[config.mk]
export PLATFORM = sky130hd
export DESIGN_NAME = mvm_stream_core_flat
export DESIGN_NICKNAME = d
export VERILOG_FILES = /design/src/rtl/mvm_stream_pkg.sv /design/src/rtl/mvm_stream_if.sv /design/src/rtl/mvm_mac.sv /design/src/rtl/mvm_stream_core.sv /design/src/flat_wrapper.sv
export SDC_FILE = /design/constraint.sdc
export NUM_CORES = 1
export LEC_CHECK = 0
export CORE_MARGIN = 5
export CORE_UTILIZATION = 45
export DETAILED_ROUTE_END_ITERATION = 12
export GPL_TIMING_DRIVEN = 0
export PLACE_DENSITY = 0.72
export SLEW_MARGIN = 20
export SYNTH_ARGS = -nofsm -noshare
export SYNTH_HDL_FRONTEND = slang
export SYNTH_SLANG_ARGS = --single-unit
[constraint.sdc]
create_clock -name clk -period 6 [get_ports clk]
set_input_delay 1.2 -clock clk [delete_from_list [all_inputs] [get_ports clk]]
set_output_delay 1.2 -clock clk [all_outputs]
set_load 0.1 [all_outputs]
[src/rtl/mvm_stream_pkg.sv]
// mvm_stream_pkg: shared FSM states, header bit positions and width helpers for the MVM stream core.
//   acc_width(): accumulator width that holds a full C-term dot product without overflow.
//   idx_width(): counter width for indexing n entries (at least 1 bit).
package mvm_stream_pkg;

    typedef enum logic [2:0] {IDLE, LOAD_K, LOAD_X, COMPUTE, SEND} state_t;

    localparam int HDR_LOAD_K = 0;
    localparam int HDR_SIGNED = 1;

    function automatic int acc_width(int w_x, int w_k, int c);
        return w_x + w_k + $clog2(c) + 1;
    endfunction

    function automatic int idx_width(int n);
        return n > 1 ? $clog2(n) : 1;
    endfunction

endpackage

[src/rtl/mvm_stream_if.sv]
// mvm_stream_if: byte stream pair between the UART RX/TX side and the MVM core.
//   s_data/s_valid/s_ready : inbound byte stream (header, K, x)
//   m_data/m_valid/m_ready : outbound byte stream (y, LSB first)
//   master : the side that feeds bytes in and drains bytes out
//   slave  : the core
interface mvm_stream_if;
    logic [7:0] s_data;
    logic       s_valid;
    logic       s_ready;
    logic [7:0] m_data;
    logic       m_valid;
    logic       m_ready;

    modport master (output s_data, s_valid, m_ready, input s_ready, m_data, m_valid);
    modport slave  (input s_data, s_valid, m_ready, output s_ready, m_data, m_valid);
endinterface

[src/rtl/mvm_mac.sv]
// mvm_mac: extends one K and one x element (signed or unsigned) and adds their product to an accumulator.
//   k_i, x_i : raw element bits
//   sgn_i    : 1 = sign-extend both operands, 0 = zero-extend
//   clr_i    : start a new row (ignore acc_i)
//   acc_i    : running sum
//   acc_o    : running sum plus k*x
module mvm_mac
    import mvm_stream_pkg::*;
#(
    parameter int W_X = 4,
    parameter int W_K = 4,
    parameter int C   = 2,
    parameter int W_A = acc_width(W_X, W_K, C)
) (
    input  logic [W_K-1:0] k_i,
    input  logic [W_X-1:0] x_i,
    input  logic           sgn_i,
    input  logic           clr_i,
    input  logic [W_A-1:0] acc_i,
    output logic [W_A-1:0] acc_o
);
    logic [W_A-1:0] k_ext;
    logic [W_A-1:0] x_ext;

    // Two's-complement product truncated to W_A is exact because W_A exceeds the full product width.
    always_comb begin
        k_ext = sgn_i ? W_A'($signed(k_i)) : W_A'(k_i);
        x_ext = sgn_i ? W_A'($signed(x_i)) : W_A'(x_i);
        acc_o = (clr_i ? '0 : acc_i) + k_ext * x_ext;
    end
endmodule

[src/rtl/mvm_stream_core.sv]
// mvm_stream_core: byte-stream y = K*x engine with matrix reuse, runtime signed mode and output backpressure.
//   clk, rstn : clock, asynchronous active-low reset
//   s         : mvm_stream_if.slave (inbound header/K/x bytes, outbound y bytes)
//   busy      : high outside IDLE
//   k_loaded  : a matrix has been stored since reset
// Build option: define MVM_SATURATE_EN to clamp each y element instead of wrapping it.
module mvm_stream_core
    import mvm_stream_pkg::*;
#(
    parameter int R       = 2,
    parameter int C       = 2,
    parameter int W_X     = 4,
    parameter int W_K     = 4,
    parameter int W_Y_OUT = 8
) (
    input  logic          clk,
    input  logic          rstn,
    mvm_stream_if.slave   s,
    output logic          busy,
    output logic          k_loaded
);
    localparam int NK = R * C;
    localparam int BY = (W_Y_OUT + 7) / 8;
    localparam int YP = BY * 8;
    localparam int WA = acc_width(W_X, W_K, C);
    localparam int IW = idx_width(NK);
    localparam int CW = idx_width(C);
    localparam int RW = idx_width(R);
    localparam int BW = idx_width(BY);

    state_t          st_q, st_d;
    logic [IW-1:0]   idx_q, idx_d;
    logic [CW-1:0]   col_q, col_d;
    logic [RW-1:0]   row_q, row_d;
    logic [BW-1:0]   byt_q, byt_d;
    logic            sgn_q, sgn_d;
    logic            kl_q, kl_d;
    logic [WA-1:0]   acc_q;
    logic [WA-1:0]   mac_sum;
    logic [W_K-1:0]  k_q [NK];
    logic [W_X-1:0]  x_q [C];
    logic [W_Y_OUT-1:0] y_q [R];
    logic [W_Y_OUT-1:0] y_new;
    logic [YP-1:0]   y_pad;
    logic            k_we, x_we, y_we, hs_in, hs_out;
    logic            unused_hdr_bits;

    assign unused_hdr_bits = ^s.s_data;

    mvm_mac #(.W_X(W_X), .W_K(W_K), .C(C), .W_A(WA)) u_mac (
        .k_i   (k_q[idx_q]),
        .x_i   (x_q[col_q]),
        .sgn_i (sgn_q),
        .clr_i (col_q == '0),
        .acc_i (acc_q),
        .acc_o (mac_sum)
    );

`ifdef MVM_SATURATE_EN
    localparam logic signed [63:0] HI_S = (64'sd1 <<< (W_Y_OUT - 1)) - 64'sd1;
    localparam logic signed [63:0] HI_U = (64'sd1 <<< W_Y_OUT) - 64'sd1;
    localparam logic signed [63:0] LO_S = -(64'sd1 <<< (W_Y_OUT - 1));
    logic signed [63:0] a64, hi, lo;

    always_comb begin
        a64   = sgn_q ? 64'($signed(mac_sum)) : 64'(mac_sum);
        hi    = sgn_q ? HI_S : HI_U;
        lo    = sgn_q ? LO_S : 64'sd0;
        y_new = a64 > hi ? W_Y_OUT'(hi) : a64 < lo ? W_Y_OUT'(lo) : W_Y_OUT'(a64);
    end
`else
    assign y_new = sgn_q ? W_Y_OUT'($signed(mac_sum)) : W_Y_OUT'(mac_sum);
`endif

    // Padding above W_Y_OUT in the last byte follows the transaction's signedness.
    assign y_pad = sgn_q ? YP'($signed(y_q[row_q])) : YP'(y_q[row_q]);

    always_comb begin
        st_d  = st_q;
        idx_d = idx_q;
        col_d = col_q;
        row_d = row_q;
        byt_d = byt_q;
        sgn_d = sgn_q;
        kl_d  = kl_q;
        k_we  = 1'b0;
        x_we  = 1'b0;
        y_we  = 1'b0;
        s.s_ready = rstn && (st_q == IDLE || st_q == LOAD_K || st_q == LOAD_X);
        s.m_valid = st_q == SEND;
        s.m_data  = st_q == SEND ? y_pad[8*byt_q +: 8] : 8'h00;
        busy      = st_q != IDLE;
        k_loaded  = kl_q;
        hs_in     = s.s_valid && s.s_ready;
        hs_out    = s.m_valid && s.m_ready;
        case (st_q)
            IDLE: if (hs_in) begin
                sgn_d = s.s_data[HDR_SIGNED];
                idx_d = '0;
                col_d = '0;
                st_d  = s.s_data[HDR_LOAD_K] ? LOAD_K : LOAD_X;
            end
            LOAD_K: if (hs_in) begin
                k_we  = 1'b1;
                idx_d = idx_q + 1'b1;
                if (idx_q == IW'(NK - 1)) begin
                    idx_d = '0;
                    kl_d  = 1'b1;
                    st_d  = LOAD_X;
                end
            end
            LOAD_X: if (hs_in) begin
                x_we  = 1'b1;
                col_d = col_q + 1'b1;
                if (col_q == CW'(C - 1)) begin
                    col_d = '0;
                    idx_d = '0;
                    row_d = '0;
                    st_d  = COMPUTE;
                end
            end
            COMPUTE: begin
                idx_d = idx_q + 1'b1;
                col_d = col_q + 1'b1;
                if (col_q == CW'(C - 1)) begin
                    col_d = '0;
                    y_we  = 1'b1;
                    row_d = row_q + 1'b1;
                end
                if (idx_q == IW'(NK - 1)) begin
                    idx_d = '0;
                    row_d = '0;
                    byt_d = '0;
                    st_d  = SEND;
                end
            end
            SEND: if (hs_out) begin
                byt_d = byt_q + 1'b1;
                if (byt_q == BW'(BY - 1)) begin
                    byt_d = '0;
                    row_d = row_q + 1'b1;
                    if (row_q == RW'(R - 1)) begin
                        row_d = '0;
                        st_d  = IDLE;
                    end
                end
            end
            default: st_d = IDLE;
        endcase
    end

    always_ff @(posedge clk or negedge rstn) begin
        if (!rstn) begin
            st_q  <= IDLE;
            idx_q <= '0;
            col_q <= '0;
            row_q <= '0;
            byt_q <= '0;
            sgn_q <= 1'b0;
            kl_q  <= 1'b0;
            acc_q <= '0;
            for (int i = 0; i < NK; i++) k_q[i] <= '0;
            for (int i = 0; i < C; i++) x_q[i] <= '0;
            for (int i = 0; i < R; i++) y_q[i] <= '0;
        end else begin
            st_q  <= st_d;
            idx_q <= idx_d;
            col_q <= col_d;
            row_q <= row_d;
            byt_q <= byt_d;
            sgn_q <= sgn_d;
            kl_q  <= kl_d;
            if (st_q == COMPUTE) acc_q <= mac_sum;
            if (k_we) k_q[idx_q] <= s.s_data[W_K-1:0];
            if (x_we) x_q[col_q] <= s.s_data[W_X-1:0];
            if (y_we) y_q[row_q] <= y_new;
        end
    end
endmodule

[src/flat_wrapper.sv]
// flat-port wrapper written by rule: the top's interface ports become plain ports
module mvm_stream_core_flat import mvm_stream_pkg::*;
#(
    parameter int R       = 2,
    parameter int C       = 2,
    parameter int W_X     = 4,
    parameter int W_K     = 4,
    parameter int W_Y_OUT = 8
)
  (clk, rstn, busy, k_loaded, s_s_data, s_s_valid, s_m_ready, s_s_ready, s_m_data, s_m_valid);
  mvm_stream_if s_i ();
  input  logic clk;
  input  logic rstn;
  output logic busy;
  output logic k_loaded;
  input wire logic [$bits(s_i.s_data)-1:0] s_s_data;
  input wire logic [$bits(s_i.s_valid)-1:0] s_s_valid;
  input wire logic [$bits(s_i.m_ready)-1:0] s_m_ready;
  output wire logic [$bits(s_i.s_ready)-1:0] s_s_ready;
  output wire logic [$bits(s_i.m_data)-1:0] s_m_data;
  output wire logic [$bits(s_i.m_valid)-1:0] s_m_valid;
  assign s_i.s_data = s_s_data;
  assign s_i.s_valid = s_s_valid;
  assign s_i.m_ready = s_m_ready;
  assign s_s_ready = s_i.s_ready;
  assign s_m_data = s_i.m_data;
  assign s_m_valid = s_i.m_valid;
  mvm_stream_core #(.R(R), .C(C), .W_X(W_X), .W_K(W_K), .W_Y_OUT(W_Y_OUT)) u_core (.clk(clk), .rstn(rstn), .s(s_i), .busy(busy), .k_loaded(k_loaded));
endmodule
==> impl_metrics.toml, run 1 <==
[finish]
diodes = 0
layout.nets = 469
finish.instance_area_um2 = 4370
syn_to_final_growth_pct = 13.6
drive_gt1_share_pct = 12.2

[min_path]
min_from = "u_core.k_loaded$_DFFE_PN0P_"
hold_path_class = "flop to flop"
holdPathStages = 1
whs_endpoint = "u_core.k_loaded$_DFFE_PN0P_"

[global_route]
grt_pass1_vias = 2806
antenna_found_initial = 0
grt_use_total_pct = 16.0
grt-ovfl-total = 0
grt_pass1_wl_um = 13000
grt_max_degree = 41

[sta]
hold_viol_final = 0
slew_headroom_pct = 34.8
timing.hold.ws_ns = 0.467
min_period_over_period_pct = 91.5
finalSetupTns_ns = 0
max_freq_ghz = 0.182
drv_slew = 0
finClkSkew_ns = 0.00711
setup_slack_ns = 0.508
rsz0062_at_grt = "no"
tightest_slew_ns = 0.975
setup_violations = 0
layout_min_cycle_time_ns = 5.49

[synthesis]
synthesis.nets = 439
synth_top_cell_area_share_pct = 37.1
seq_area_frac_synth_pct = 37.1
netlist_area_um2 = 3840
synthArstFlopShare_pct = 100
synth_area_leaders = "dfrtp_1 37%, fa_1 8.9%, ha_1 8.5%"
syn_inst = 384
syn_area_per_cell_um2 = 10.0
synth_top_area_cell = "dfrtp_1"
synth_common_cells = "57 x dfrtp_1, 57 x nand2_1, 43 x inv_1"
ys_warn_count = 0
ys_ff_latch = 57
dominantRegCellSynth = "dfrtp_1"
synth-edff-count = 0
ys_types = 44

[worst_setup_path]
worstSetupStartpointType = "flop"
arrival_ns = 5.67
r2r-start = "u_core.idx_q[1]$_DFFE_PN0P_"
worst_setup_path_end_kind = "flop"
path_max_fanout = 8
r2r_cells = 18
rrSetupSlack_ns = 0.51
worstPathRequired_ns = 6.18
crit_type = "flop to flop"
reg2reg_to = "u_core.y_q[15]$_DFFE_PN0P_"

[routing]
drtIter0Drc = 160
dr.pass1.iters = 4
remaining_drc_errors = 0
routed-via-count = 2685
viasPerCell = 5.12
final_antenna_net_count = 0
totalWireLength_um = 7520
wl_per_cell_um = 14.3

[place]
hpwlAfterDp_um = 5850
numPortBuffers = 19
place_congestion = 0.832
pre_cts_slack_ns = 0.165
placed_cell_area_um2 = 4180

[floorplan]
die-height_um = 102
start_util_pct = 46.5
core_area_um2 = 8260
dieWidth_um = 102
floorplan.rows = 33
io_pins = 24
dieArea_um2 = 10500

[clock_network]
cts_tree = "done"
clockRootBuffer = "clkbuf_8"
cts_hold_buf = 0
cts_resized = 0
cts_buffers = 9
clock-sinks = 57
cts_buffer_depth = 2
htree_num_levels = 3
cts_setup_buffers = 0
clkLatencyLatePin_ns = 0.33
path_clk_slew_ns = 0.06

[power_and_ir_drop]
ir_worst_vdd_mv = 0.292
p_leak_nw = 2.09
power.density_nw_per_um2 = 438

[flow_run]
max_cap_violations = 0

[status]
outcome = "finished clean"
-- cell usage in the layout, fill, tap and decap left out, types with 6 or more instances in the layout --
cell / instances
nor2_1: 27
mux2_1: 9
a21oi_1: 6
xnor2_1: 9
nor2b_1: 6
and2_1: 9
dfrtp_1: 57
clkbuf_8: 10
inv_1: 43
nand2_1: 57
ha_1: 26
o21ai_0: 16
mux2_2: 19
clkdlybuf4s50_1: 18
xor2_1: 6
mux2i_1: 17
fa_1: 17
o21ai_1: 10
clkbuf_1: 8
-- logic make-up after synthesis --
family                   Yosys count  share of synthesized area [%]
AND/OR/NAND/NOR                  119                           13.7
flip-flops                        57                           37.1
adder cells (fa/ha/maj)           43                           17.3
multiplexers                      50                           15.1
AO/OA/AOI/OAI                     44                           6.68
buffers and inverters             54                           5.63
XOR/XNOR                          17                           4.43
-- layout make-up --
class	count	area (um^2)
inverters	43	161
plain buffers	10	51.3
clock buffers	13	149
multi-input cells	273	2200
repair buffers	20	208
clock inverters	3	40.0
flip-flops and latches	57	1430
well taps	105	131
fillers	745	3890
-- registers in the layout, summed over array words and instances, names as in the netlist --
register,cells
u_core.acc_q,8
u_core.sgn_q,1
u_core.y_q,16
u_core.x_q,8
u_core.st_q,3
u_core.k_loaded,1
u_core.k_q,16
u_core.idx_q,2
u_core.col_q,1
u_core.row_q,1
-- stage by stage --
step	cells	utilization, %	power [mW]
4_1_cts	525	52.9	1.94
6_report	524	52.9	1.91
3_3_place_gp	508	50.4	1.54
5_1_grt	524	52.9	2.07
2_1_floorplan	384	-	1.34
3_5_place_dp	509	50.6	1.58
-- where the power goes --
group          switching [mW]  leakage (nW)  internal, mW
registers              0.0907         0.744         0.528
logic                   0.562          1.25         0.387
clock network           0.144        0.0974         0.202
-- worst max-delay path by stage --
stage | from | to | slack [ns] | cells past startpoint
finish | u_core.idx_q[1]$_DFFE_PN0P_ | u_core.y_q[15]$_DFFE_PN0P_ | 0.51 | 18
global route | u_core.col_q$_DFFE_PN0P_ | u_core.y_q[15]$_DFFE_PN0P_ | 0.22 | 19
CTS | u_core.col_q$_DFFE_PN0P_ | u_core.y_q[15]$_DFFE_PN0P_ | 0.11 | 20
detailed placement | u_core.col_q$_DFFE_PN0P_ | u_core.y_q[15]$_DFFE_PN0P_ | 0.17 | 20
global placement | rstn | s_s_ready | -0.30 | 3
floorplan | u_core.col_q$_DFFE_PN0P_ | u_core.y_q[15]$_DFFE_PN0P_ | 0.88 | 20
-- worst max-delay path: stages, from the launching register on --
cell and delay (ns):
dfrtp_1 0.37, buf_2 0.25, mux2_2 0.35, o21ai_0 0.55, nor2_1 0.17, fa_1 0.57, ha_1 0.15, inv_1 0.05
fa_1 0.51, fa_1 0.45, fa_1 0.55, inv_1 0.05, ha_1 0.34, nand2_1 0.08, o21ai_2 0.14, xor2_1 0.19
xnor2_1 0.11, xnor2_1 0.34, a21oi_1 0.12
-- metal layers --
metal	wire length [um]	part of all wire, %	vias up	global-route usage, %
li1	-	-	1321	-
met1	3530	47	1326	20.8
met2	3760	50	34	26.6
met3	151	2.0	4	2.94
met4	78	1.0	0	5.95
met5	0	0	-	0
No activity file was read; power rests on OpenSTA's default activity.
==> run 2, diff against run 1 <==
ABC_CLOCK_PERIOD_IN_PS = 6000   (was default)
CORE_ASPECT_RATIO = 1.25   (was default)
==> run 2 against run 1 <==
  * Clock-buffer cell count down 1
  * Worst hold slack improved by 0.0032 ns
  * Clock skew up 0.0013 ns
  * Critical path depth rose by 1
  * Global-route usage rose by 0.60 points
  * Worst setup slack improved by 0.047 ns
  * Sequential power is essentially flat
==> impl_metrics.toml, run 2 (same netlist as run 1, synthesis figures left out) <==
[status]
outcome = "finished clean"

[power_and_ir_drop]
pwr-share-seq_pct = 31.1
sw_frac_of_total_pct = 40.8
p_total_mw = 1.99
pwr-share-comb_pct = 47.6
power.density_nw_per_um2 = 454
pwr-share-clk_pct = 21.3
p_leak_nw = 2.10
p_switching_uw = 814
p_int_mw = 1.18
ir_worst_vdd_mv = 0.372

[place]
hpwlAfterDp_um = 5910
place_congestion = 0.852
numPortBuffers = 19

[floorplan]
io_pins = 24
dieWidth_um = 92.7
start_util_pct = 46.4
die-height_um = 113
floorplan.rows = 37
dieArea_um2 = 10500
core_area_um2 = 8290

[routing]
totalWireLength_um = 7680
routed-via-count = 2742
viasPerCell = 5.32
dr.pass1.iters = 4
remaining_drc_errors = 0
wl_per_cell_um = 14.9
drtIter0Drc = 112
final_antenna_net_count = 0

[global_route]
grt_pass1_wl_um = 13900
grt_use_total_pct = 16.6
antenna_found_initial = 0
grt_max_degree = 61
grt-ovfl-total = 0
grt_pass1_vias = 2957

[clock_network]
cts_hold_buf = 0
clkLatencyLatePin_ns = 0.34
cts_buffers = 9
htree_num_levels = 3
clockRootBuffer = "clkbuf_8"
clock-sinks = 57
cts_resized = 0
cts_tree = "done"
path_clk_slew_ns = 0.07
cts_buffer_depth = 2
cts_setup_buffers = 0

[sta]
layout_min_cycle_time_ns = 5.44
min_period_over_period_pct = 90.7
max_freq_ghz = 0.184
hold_viol_final = 0
timing.hold.ws_ns = 0.470
finClkSkew_ns = 0.00838
slew_headroom_pct = 34.5
tightest_slew_ns = 0.979
rsz0062_at_grt = "no"
setup_violations = 0
drv_slew = 0

[flow_run]
max_cap_violations = 0

[worst_setup_path]
worstPathRequired_ns = 6.19
rrSetupSlack_ns = 0.56
worstSetupStartpointType = "flop"
path_max_fanout = 7
worst_setup_path_end_kind = "flop"
reg2reg_to = "u_core.y_q[15]$_DFFE_PN0P_"
arrival_ns = 5.64
crit_type = "flop to flop"
r2r-start = "u_core.idx_q[0]$_DFFE_PN0P_"
r2r_cells = 19

[min_path]
min_from = "u_core.acc_q[0]$_DFFE_PN0P_"
whs_endpoint = "u_core.acc_q[0]$_DFFE_PN0P_"
holdPathStages = 2
hold_path_class = "flop to flop"

[finish]
multiInputGateArea_um2 = 2200
final_util_pct = 52.9
syn_to_final_growth_pct = 14.2
largest_registers = "u_core.k_q (16), u_core.y_q (16)"
regArea_um2 = 1430
layout.nets = 468
layout_common_cells = "57 x nand2_1, 57 x dfrtp_1, 43 x inv_1"
diodes = 0
drive_gt1_share_pct = 12.7
num-fill-cells = 715
## run 2: cell types whose count changed in the layout (fill, tap and decap cells not counted), sizes merged
| cell | delta |
|---|---|
| bufinv | +1 |
| clkbuf | -1 |
| buf | -1 |
## run 2: through the flow
step | setup TNS, ns | area, um^2 | cells | setup slack, ns
CTS | 0 | 4390 | 516 | 0.151
finish | 0 | 4390 | 515 | 0.555
global route | 0 | 4390 | 515 | 0.291
floorplan | 0 | 3840 | 384 | 0.880
global placement | -0.286 | 4150 | 500 | -0.286
detailed placement | 0 | 4150 | 500 | 0.161
## run 2: area by class of cell
| cell class | instances | share of cell area [%] |
|---|---|---|
| well taps | 97 | 2.77 |
| clock inverters | 4 | 1.68 |
| multi-input cells | 273 | 50.1 |
| flip-flops and latches | 57 | 32.5 |
| plain buffers | 10 | 1.17 |
| clock buffers | 12 | 3.76 |
| inverters | 43 | 3.68 |
| repair buffers | 19 | 4.28 |
## run 2: how the worst max path moves through the flow
stage,start,to,slack [ns],cells past startpoint
final,u_core.idx_q[0]$_DFFE_PN0P_,u_core.y_q[15]$_DFFE_PN0P_,0.56,19
after detailed placement,u_core.col_q$_DFFE_PN0P_,u_core.y_q[15]$_DFFE_PN0P_,0.16,20
after floorplan,u_core.col_q$_DFFE_PN0P_,u_core.y_q[15]$_DFFE_PN0P_,0.88,20
after global routing,u_core.idx_q[0]$_DFFE_PN0P_,u_core.y_q[15]$_DFFE_PN0P_,0.29,19
after global placement,rstn,s_s_ready,-0.29,3
after CTS,u_core.col_q$_DFFE_PN0P_,u_core.y_q[15]$_DFFE_PN0P_,0.15,20
## run 2: routing by layer
layer / vias to the layer above / GRT usage [%] / share of wire (%)
li1: 1316 / - / -
met1: 1362 / 19.6 / 42
met2: 46 / 29.2 / 53
met3: 18 / 3.13 / 2.6
met4: 0 / 7.23 / 2.5
met5: - / 0 / 0
## run 2: critical path, cell delays in order, from the launching register on
cell     delay [ns]
dfrtp_1        0.42
buf_6          0.16
mux4_2         0.44
nand2_2        0.11
or2_2          0.30
fa_1           0.50
fa_1           0.51
inv_1          0.04
ha_1           0.30
fa_1           0.55
inv_1          0.06
fa_1           0.52
inv_1          0.04
ha_1           0.33
a21oi_1        0.19
o21ai_2        0.09
xor2_1         0.16
xnor2_1        0.14
xnor2_1        0.31
a21oi_1        0.12
## run 2: power by group through the flow
stage	registers, mW	clock network [mW]	logic (mW)
after floorplan	0.621	0	0.723
after global placement	0.616	0	0.929
after detailed placement	0.625	0	0.957
after CTS	0.618	0.433	0.964
final	0.619	0.425	0.949
after global routing	0.640	0.450	1.08
